===== config.mk =====
export PLATFORM = sky130hd
export DESIGN_NAME = ps2_keyboard_rx
export DESIGN_NICKNAME = d
export VERILOG_FILES = /design/src/rtl/ps2_pkg.sv /design/src/rtl/ps2_fifo.sv /design/src/rtl/ps2_keyboard_rx.sv
export SDC_FILE = /design/constraint.sdc
export NUM_CORES = 1
export LEC_CHECK = 0
export BUFFER_PORTS_ARGS = -buffer_cell sky130_fd_sc_hd__clkbuf_2
export CORE_ASPECT_RATIO = 1.5
export CORE_MARGIN = 2
export CORE_UTILIZATION = 56
export DETAILED_ROUTE_END_ITERATION = 10
export HOLD_SLACK_MARGIN = 0.08
export PLACE_DENSITY_LB_ADDON = 0.05
export SLEW_MARGIN = 20
export SYNTH_ARGS = -nofsm -noshare
export SYNTH_HDL_FRONTEND = slang
export SYNTH_SLANG_ARGS = --single-unit

===== constraint.sdc =====
create_clock -name clk -period 2.69 [get_ports clk]
set_clock_uncertainty 0.05 [all_clocks]
set_input_delay 0.1345 -clock clk [delete_from_list [all_inputs] [get_ports clk]]
set_output_delay 0.1345 -clock clk [all_outputs]
set_load 0.01 [all_outputs]

===== src/rtl/ps2_pkg.sv =====
// Shared types and constants for the PS/2 keyboard receiver.
// The optional PS2_PARITY_CHECK_EN macro is consumed by ps2_keyboard_rx.
package ps2_pkg;
  typedef enum logic [1:0] {IDLE, DATA, PARITY, STOP} ps2_state_e;

  localparam logic [7:0] PS2_EXT = 8'hE0;
  localparam logic [7:0] PS2_REL = 8'hF0;

  localparam int VALID_BIT = 15;
  localparam int EXT_BIT   = 9;
  localparam int REL_BIT   = 8;

  function automatic logic [15:0] mk_word(input logic ext, input logic rel,
                                          input logic [7:0] code);
    logic [15:0] w;
    w = 16'h0000;
    w[VALID_BIT] = 1'b1;
    w[EXT_BIT]   = ext;
    w[REL_BIT]   = rel;
    w[7:0]       = code;
    return w;
  endfunction
endpackage


===== src/rtl/ps2_fifo.sv =====
// Key-event FIFO; a read strobe loads the head (or zero when empty) into a
// registered output that holds until the next strobe.
module ps2_fifo #(
  parameter int AW = 4,
  parameter int W  = 16
) (
  input  logic          clk,
  input  logic          rst,
  input  logic          push_i,
  input  logic [W-1:0]  wdata_i,
  input  logic          ren_i,
  output logic [W-1:0]  rdata_o,
  output logic [AW:0]   count_o,
  output logic          ovf_o
);
  localparam logic [AW:0] DEPTH = (AW+1)'(1 << AW);

  logic [W-1:0]  mem_q [2**AW];
  logic [AW-1:0] wptr_q, rptr_q;
  logic [AW:0]   cnt_q, cnt_d;
  logic [W-1:0]  rdata_q, rdata_d;
  logic          ovf_q, ovf_d;
  logic          full, empty, do_pop, do_push;

  always_comb begin
    full    = (cnt_q == DEPTH);
    empty   = (cnt_q == '0);
    do_pop  = ren_i & ~empty;
    // A pop in the same cycle frees the slot, so a full FIFO still accepts.
    do_push = push_i & (~full | do_pop);
    cnt_d   = cnt_q + (AW+1)'(do_push) - (AW+1)'(do_pop);
    rdata_d = rdata_q;
    if (ren_i) rdata_d = empty ? '0 : mem_q[rptr_q];
    ovf_d   = ovf_q | (push_i & ~do_push);
  end

  always_ff @(posedge clk) begin
    if (rst) begin
      wptr_q  <= '0;
      rptr_q  <= '0;
      cnt_q   <= '0;
      rdata_q <= '0;
      ovf_q   <= 1'b0;
    end else begin
      cnt_q   <= cnt_d;
      rdata_q <= rdata_d;
      ovf_q   <= ovf_d;
      if (do_pop)  rptr_q <= rptr_q + 1'b1;
      if (do_push) wptr_q <= wptr_q + 1'b1;
    end
  end

  always_ff @(posedge clk) begin
    if (do_push) mem_q[wptr_q] <= wdata_i;
  end

  assign rdata_o = rdata_q;
  assign count_o = cnt_q;
  assign ovf_o   = ovf_q;
endmodule


===== src/rtl/ps2_keyboard_rx.sv =====
// PS/2 device-to-host receiver: frames bytes, folds E0/F0 prefixes into
// key-event words and queues them. Define PS2_PARITY_CHECK_EN to drop bad-parity frames.
module ps2_keyboard_rx
  import ps2_pkg::*;
#(
  parameter int FIFO_AW        = 4,
  parameter int TIMEOUT_CYCLES = 50000
) (
  input  logic               clk,
  input  logic               rst,
  input  logic               ps2_clk_pin,
  input  logic               ps2_dat_pin,
  input  logic               ps2_ren,
  output logic [15:0]        ps2_data_out,
  output logic [FIFO_AW:0]   fifo_count,
  output logic               overflow
);
  localparam int TW = $clog2(TIMEOUT_CYCLES);
  localparam logic [TW-1:0] TMAX = TW'(TIMEOUT_CYCLES - 1);

  logic [1:0]  csync_q, dsync_q;
  logic        chist_q;
  ps2_state_e  state_q, state_d;
  logic [2:0]  bit_cnt_q, bit_cnt_d;
  logic [7:0]  sh_q, sh_d;
  logic        par_q, par_d;
  logic        ext_q, ext_d, rel_q, rel_d;
  logic [TW-1:0] tmo_q, tmo_d;
  logic        fe, din, good, push;
  logic [15:0] wdata;

  assign fe  = chist_q & ~csync_q[1];
  assign din = dsync_q[1];

  always_comb begin
    state_d   = state_q;
    bit_cnt_d = bit_cnt_q;
    sh_d      = sh_q;
    par_d     = par_q;
    ext_d     = ext_q;
    rel_d     = rel_q;
    good      = 1'b0;
    push      = 1'b0;
    wdata     = mk_word(ext_q, rel_q, sh_q);
    tmo_d     = (state_q == IDLE || fe) ? '0 : tmo_q + TW'(1);
    case (state_q)
      IDLE: if (fe && !din) begin
        state_d   = DATA;
        bit_cnt_d = '0;
      end
      DATA: if (fe) begin
        sh_d      = {din, sh_q[7:1]};
        bit_cnt_d = bit_cnt_q + 3'd1;
        if (bit_cnt_q == 3'd7) state_d = PARITY;
      end
      PARITY: if (fe) begin
        par_d   = din;
        state_d = STOP;
      end
      STOP: if (fe) begin
`ifdef PS2_PARITY_CHECK_EN
        good = din & (^{sh_q, par_q});
`else
        good = din;
`endif
        state_d = IDLE;
        if (good) begin
          if (sh_q == PS2_EXT)      ext_d = 1'b1;
          else if (sh_q == PS2_REL) rel_d = 1'b1;
          else begin
            push  = 1'b1;
            ext_d = 1'b0;
            rel_d = 1'b0;
          end
        end
      end
      default: state_d = IDLE;
    endcase
    // A stalled keyboard must not leave a half frame to swallow the next one.
    if (state_q != IDLE && !fe && tmo_q == TMAX) begin
      state_d = IDLE;
      tmo_d   = '0;
    end
  end

  always_ff @(posedge clk) begin
    if (rst) begin
      csync_q   <= 2'b11;
      dsync_q   <= 2'b11;
      chist_q   <= 1'b1;
      state_q   <= IDLE;
      bit_cnt_q <= '0;
      sh_q      <= '0;
      par_q     <= 1'b0;
      ext_q     <= 1'b0;
      rel_q     <= 1'b0;
      tmo_q     <= '0;
    end else begin
      csync_q   <= {csync_q[0], ps2_clk_pin};
      dsync_q   <= {dsync_q[0], ps2_dat_pin};
      chist_q   <= csync_q[1];
      state_q   <= state_d;
      bit_cnt_q <= bit_cnt_d;
      sh_q      <= sh_d;
      par_q     <= par_d;
      ext_q     <= ext_d;
      rel_q     <= rel_d;
      tmo_q     <= tmo_d;
    end
  end

  ps2_fifo #(.AW(FIFO_AW), .W(16)) u_fifo (
    .clk     (clk),
    .rst     (rst),
    .push_i  (push),
    .wdata_i (wdata),
    .ren_i   (ps2_ren),
    .rdata_o (ps2_data_out),
    .count_o (fifo_count),
    .ovf_o   (overflow)
  );
endmodule


# Word level (Yosys, flattened, before mapping)

Memory sizes are Yosys's and may differ from the RTL's. A register that Yosys moved wholly into a read port is not among the register bits.
Index checks and enable logic that the tools add are counted.

Register bits: 66
Memory bits (writable): 160
Output and inout port bits: 22
Logic and storage cells: 85
Memories kept: 1

$add $sub $neg: 6
Equal/unequal tests: 14
Mux-type cells: 22
Bitwise operators: 11
Reductions and logical operators: 17

Memories:

| memory       | depth | width | rd ports | clocked after Yosys merged registers in | wr ports | line           | source |
|---|---|---|---|---|---|---|---|
| u_fifo.mem_q | 16    | 10    | 1        | 1                                       | 1        | ps2_fifo.sv:18 | `logic [W-1:0] mem_q [2**AW];` |

Operators with widths:

| operator                                      | count |
|---|---|
| adder 16 x 1 -> 16 bit, second input constant | 1 |
| == test 16 bit, second input constant         | 1 |
| == test 8 bit, second input constant          | 2 |
| 2-to-1 mux 16 bit                             | 1 |
| 2-to-1 mux 1 bit                              | 10 |
| 2-to-1 mux 2 bit                              | 5 |
| inequality test 2 bit, second input constant  | 5 |
| adder 4 x 1 -> 4 bit, second input constant   | 2 |
| 2-to-1 mux 4 bit                              | 2 |
| case mux 2 bit (4 select lines)               | 1 |
| AND reduction 4 bit                           | 2 |
| 2-to-1 mux 3 bit                              | 2 |
| case mux 3 bit (2 select lines)               | 1 |
| adder 5 x 1 -> 5 bit                          | 1 |
| == test 5 bit, second input constant          | 1 |
| zero test 5 bit                               | 1 |
| NOT 1 bit                                     | 5 |
| AND reduction 5 bit                           | 1 |
| subtractor 5 x 1 -> 5 bit                     | 1 |
| bitwise AND 1 bit                             | 4 |
| == test 2 bit, second input constant          | 2 |
| nonzero test 2 bit                            | 2 |
| adder 3 x 1 -> 3 bit, second input constant   | 1 |
| == test 3 bit, second input constant          | 1 |
| other kinds (11)                              | 15 |

# Logic depth before layout (Yosys ltp)

Word-level depth: 10
Depth in mapped cells: 15
Depth with buffers taken out: 14

# Modules after synthesis

A second synthesis with hierarchy kept.

Cell total of the unflattened synthesis: 718
Area, all modules: 12761.0 µm²

Modules (own cells, without submodules):

| module          | instances | cells each | area an instance (µm²) | sequential area each (µm²) |
|---|---|---|---|---|
| ps2_fifo        | 1         | 536        | 11138.2                | 8368.0 |
| ps2_keyboard_rx | 1         | 182        | 1622.8                 | 720.7 |

# Worst setup path after synthesis

OpenSTA, ideal clock, no wires.

Path kind: reg-to-reg
Start: register u_fifo.cnt_q[3], in the netlist u_fifo.count_o[3]
End: register u_fifo.cnt_q[4], in the netlist u_fifo.count_o[4]
Arrival time: 2616 ps
Data required time: 2511 ps
Path slack: -105 ps
Cell stages (with the launch flop): 16
Buffers on the path: 1
Period minus slack after synthesis: 2795 ps
Path through: dfxtp_1 -> inv_1 -> ha_1 -> or4b_1 -> clkbuf_1 -> nand2_1 -> inv_1 -> ha_1 -> inv_1 -> ha_1 -> inv_1 -> fa_1 -> nor2b_1 -> o21bai_1 -> a21oi_1 -> nor3b_1

Word-level cells in the longest chain between the ends: 7

RTL lines:

| what                          | line           | source |
|---|---|---|
| from (decl)                   | ps2_fifo.sv:20 | `logic [AW:0] cnt_q, cnt_d;` |
| from (signal assigned)        | ps2_fifo.sv:45 | `cnt_q <= cnt_d;` |
| zero test 5 bit (*)           | ps2_fifo.sv:27 | `empty = (cnt_q == '0);` |
| NOT 1 bit (*)                 | ps2_fifo.sv:28 | `do_pop = ren_i & ~empty;` |
| bitwise AND 1 bit (*)         | ps2_fifo.sv:28 |  |
| net u_fifo.do_pop             | ps2_fifo.sv:23 | `logic full, empty, do_pop, do_push;` |
| OR 1 bit                      | ps2_fifo.sv:30 | `do_push = push_i & (~full \| do_pop);` |
| bitwise AND 1 bit             | ps2_fifo.sv:30 |  |
| adder 5 x 1 -> 5 bit          | ps2_fifo.sv:31 | `cnt_d = cnt_q + (AW+1)'(do_push) - (AW+1)'(do_pop);` |
| subtractor 5 x 1 -> 5 bit (*) | ps2_fifo.sv:31 |  |

Mark *: on every way through the listed nets, which the timed path passes. The rest lies on a longest branch.
A chain may end at the register's enable or synchronous reset.

# Worst setup path after layout

Start: register u_fifo.cnt_q[2], in the netlist u_fifo.count_o[2]
End: register u_fifo.cnt_q[2], in the netlist u_fifo.count_o[2]

Same word-level chain as after synthesis.

==> impl_metrics.env <==
export IMPL_status="complete, no violations"
export IMPL_r2r_slack_ps=60
export IMPL_grt_overflow=0
export IMPL_boundaryPins=27
export IMPL_wl_microns=17600
export IMPL_fillers=1104
export IMPL_yosysWarnings=0
export IMPL_ys_seq_area_share_pct=67.6
export IMPL_synth_area_sq_um=9040
export IMPL_power_switching_share_pct=24.9
export IMPL_power_density_nw_per_um2=818
export IMPL_grt_max_degree=41
export IMPL_fmax_ghz=0.380
export IMPL_synth_edf_count=160
export IMPL_clk_path_buf_depth=3
export IMPL_clockRootBuffer="clkbuf_16"
export IMPL_timing_critical_path_fanout_max=3
export IMPL_gp_congestion=0.771
export IMPL_drtPass1Iterations=4
export IMPL_max_vdd_ir_drop_uv=598
export IMPL_ys_seq_elements=225
export IMPL_total_power_uw=8510
export IMPL_wl_per_cell_microns=20.8
export IMPL_h_tree_depth=1
export IMPL_diodes=0
export IMPL_whs_path_depth=2
export IMPL_core_area_sq_um=15700
export IMPL_final_util_pct=66.3
export IMPL_cp_arrival_ps=2960
export IMPL_hold_path_end="sh_q[2]"
export IMPL_insertion_delay_ps=500
export IMPL_grt_pass1_wl_microns=27900
export IMPL_leakage_uw=0.00363
export IMPL_ys_flop_type="edfxtp_1"
export IMPL_detail_route_iter0_violations=346
export IMPL_dpl_cell_area_sq_um=9560
export IMPL_setup_viol_count_final=0
export IMPL_drc=0
export IMPL_slew_headroom_pct=34.8
export IMPL_power_frac_seq_pct=45.5
export IMPL_dp_hpwl_microns=11600
export IMPL_cts_buffers=21
export IMPL_cap_violations=0
export IMPL_ant_nets=0
export IMPL_worst_setup_path_start_kind="flop"
export IMPL_synth_distinct_cells=48
export IMPL_period_needed_ps=2630
export IMPL_hold_class="in2reg"
export IMPL_period_share_pct=97.9
export IMPL_stdcell_area_sq_um=10400
export IMPL_yosysTopAreaCellShare_pct=53.2
export IMPL_crit_type="reg2reg"
export IMPL_area_growth_pct=15.1
export IMPL_cts_tree="yes"
export IMPL_p_comb_share_pct=20.3
export IMPL_crit_path_end_kind="flop"
export IMPL_num_rows=56
export IMPL_finalMaxSlewViolations=0
export IMPL_vias=4975
export IMPL_layout_nets=656
export IMPL_synthTopCellsByArea="edfxtp_1 (53%), dfxtp_1 (14%), mux4_2 (7.5%), mux4_1 (2.9%), ha_1 (2.5%)"
export IMPL_grt_usage_pct=21.1
export IMPL_chipWidth_microns=108
export IMPL_hold_violations=0
export IMPL_portBuffers=21
export IMPL_cp_data_required_time_ps=3010
export IMPL_grt_antenna_before_repair=0
export IMPL_p_int_uw=6390
export IMPL_drive_above_1_share_pct=26.0
export IMPL_async_reset_ff_share_pct=0
export IMPL_viasPerCell=5.85
export IMPL_tightest_slew_ps=973
export IMPL_synth_area_leader_cell="edfxtp_1"
export IMPL_r2r_start="u_fifo.count_o[2]"
export IMPL_syn_mean_instance_area_sq_um=16.0
export IMPL_clkSinkCount=225
export IMPL_timing_rr_end="u_fifo.count_o[2]"
export IMPL_grt_pass1_vias=5178
export IMPL_reg2regPathDepth=15
export IMPL_p_sw_uw=2120
export IMPL_yosys_cell_count_top_type="edfxtp_1"
export IMPL_synth_commonest_cells="edfxtp_1 (160), dfxtp_1 (65), nor2_1 (51)"
export IMPL_path_clk_slew_ps=60
export IMPL_min_delay_start="rst"
export IMPL_start_util_pct=57.6
export IMPL_die_h_microns=160
export IMPL_p_clk_share_pct=34.2
export IMPL_syn_inst=564
export IMPL_dieArea_sq_um=17200
sequential cells by signal (all words and copies together) (netlist names), 3 cells and up, named ones only:
register,cells
sh_q,8
u_fifo.mem_q,160
u_fifo.rdata_o,11
u_fifo.rptr_q,4
u_fifo.wptr_q,4
tmo_q,16
bit_cnt_q,3
u_fifo.count_o,5
power by group through the flow:
stage | registers (uW) | clock network (uW) | logic [uW]
finish | 3870 | 2910 | 1730
floorplan | 3970 | 0 | 1120
global route | 3880 | 3100 | 1880
global placement | 3940 | 0 | 1450
CTS | 3870 | 2970 | 1630
detailed placement | 3940 | 0 | 1500
metrics by stage:
step / worst slack, ps / instances / TNS [ps] / hold WS, ps
floorplan: 29.2 / 568 / 0 / 188
global placement: 92.4 / 801 / 0 / 280
detailed placement: -30.1 / 801 / -30.1 / 284
CTS: 0.734 / 848 / 0 / 127
global route: -3.94 / 850 / -3.94 / 147
finish: 55.5 / 850 / 0 / 110
area by class of cell:
class | count | area [sq um] | area share, %
Clock buffer | 33 | 658 | 6.33
Tap cell | 203 | 254 | 2.44
Clock inverter | 5 | 32.5 | 0.313
Inverter | 18 | 67.6 | 0.650
Sequential cell | 225 | 6110 | 58.8
Timing Repair Buffer | 68 | 494 | 4.75
Multi-Input combinational cell | 298 | 2780 | 26.8
cells in the final DEF, fill, tap and decap left out, drive strengths merged, types with 14 or more instances in the layout:
master	n
mux4	40
and2	14
nand3	19
edfxtp	160
inv	20
dfxtp	65
ha	18
mux2i	17
nor2	51
clkbuf	54
a21oi	16
buf	44
per-layer routing:
layer / GRT usage [%] / share of wire, % / wire [microns] / vias up
met2: 38.9 / 55 / 9700 / 107
met5: 0 / 0 / 0 / -
met4: 6.82 / 2.4 / 422 / 0
met3: 2.58 / 3.3 / 575 / 29
met1: 25.3 / 39 / 6950 / 2541
li1: - / - / - / 2298
critical path, stage by stage (launching register included):
cell	delay [ps]
dfxtp_2	330
inv_2	80
ha_4	140
or4b_4	480
nand2_4	80
inv_2	50
ha_4	220
inv_2	40
ha_2	170
inv_2	40
fa_2	370
nor2b_4	160
buf_6	100
buf_4	80
buf_4	90
nor3_1	30
how the worst max path moves through the flow:
stage | end | slack (ps) | from
6_report | u_fifo.count_o[2] | 60 | u_fifo.count_o[2]
3_3_place_gp | u_fifo.count_o[4] | 90 | u_fifo.count_o[2]
2_1_floorplan | u_fifo.count_o[4] | 30 | u_fifo.count_o[2]
5_1_grt | u_fifo.count_o[2] | -4 | u_fifo.count_o[2]
4_1_cts | u_fifo.count_o[4] | 0.7 | u_fifo.count_o[2]
3_5_place_dp | u_fifo.count_o[4] | -30 | u_fifo.count_o[2]
cells by family (layout without fill, tap and decap cells):
kind of cell,Yosys count,count (layout),synth area share [%]
compound gates,43,43,3.41
xor+xnor,18,18,1.74
fa+ha+maj,19,19,2.71
buf+inv,45,124,2.49
flops,225,225,67.6
mux,67,67,13.5
other cells,1,5,0.0415
simple gates,146,146,8.53
what timing repair did:
item | CTS | global route
endpoints found under the setup margin | 1 | 2
resized for setup | 6 | 8
pin swaps | 5 | 4
hold endpoints to repair | 5 | 0
hold buffers | 3 | 0
setup buffers | 6 | 2
(Power assumes the default switching activity.)
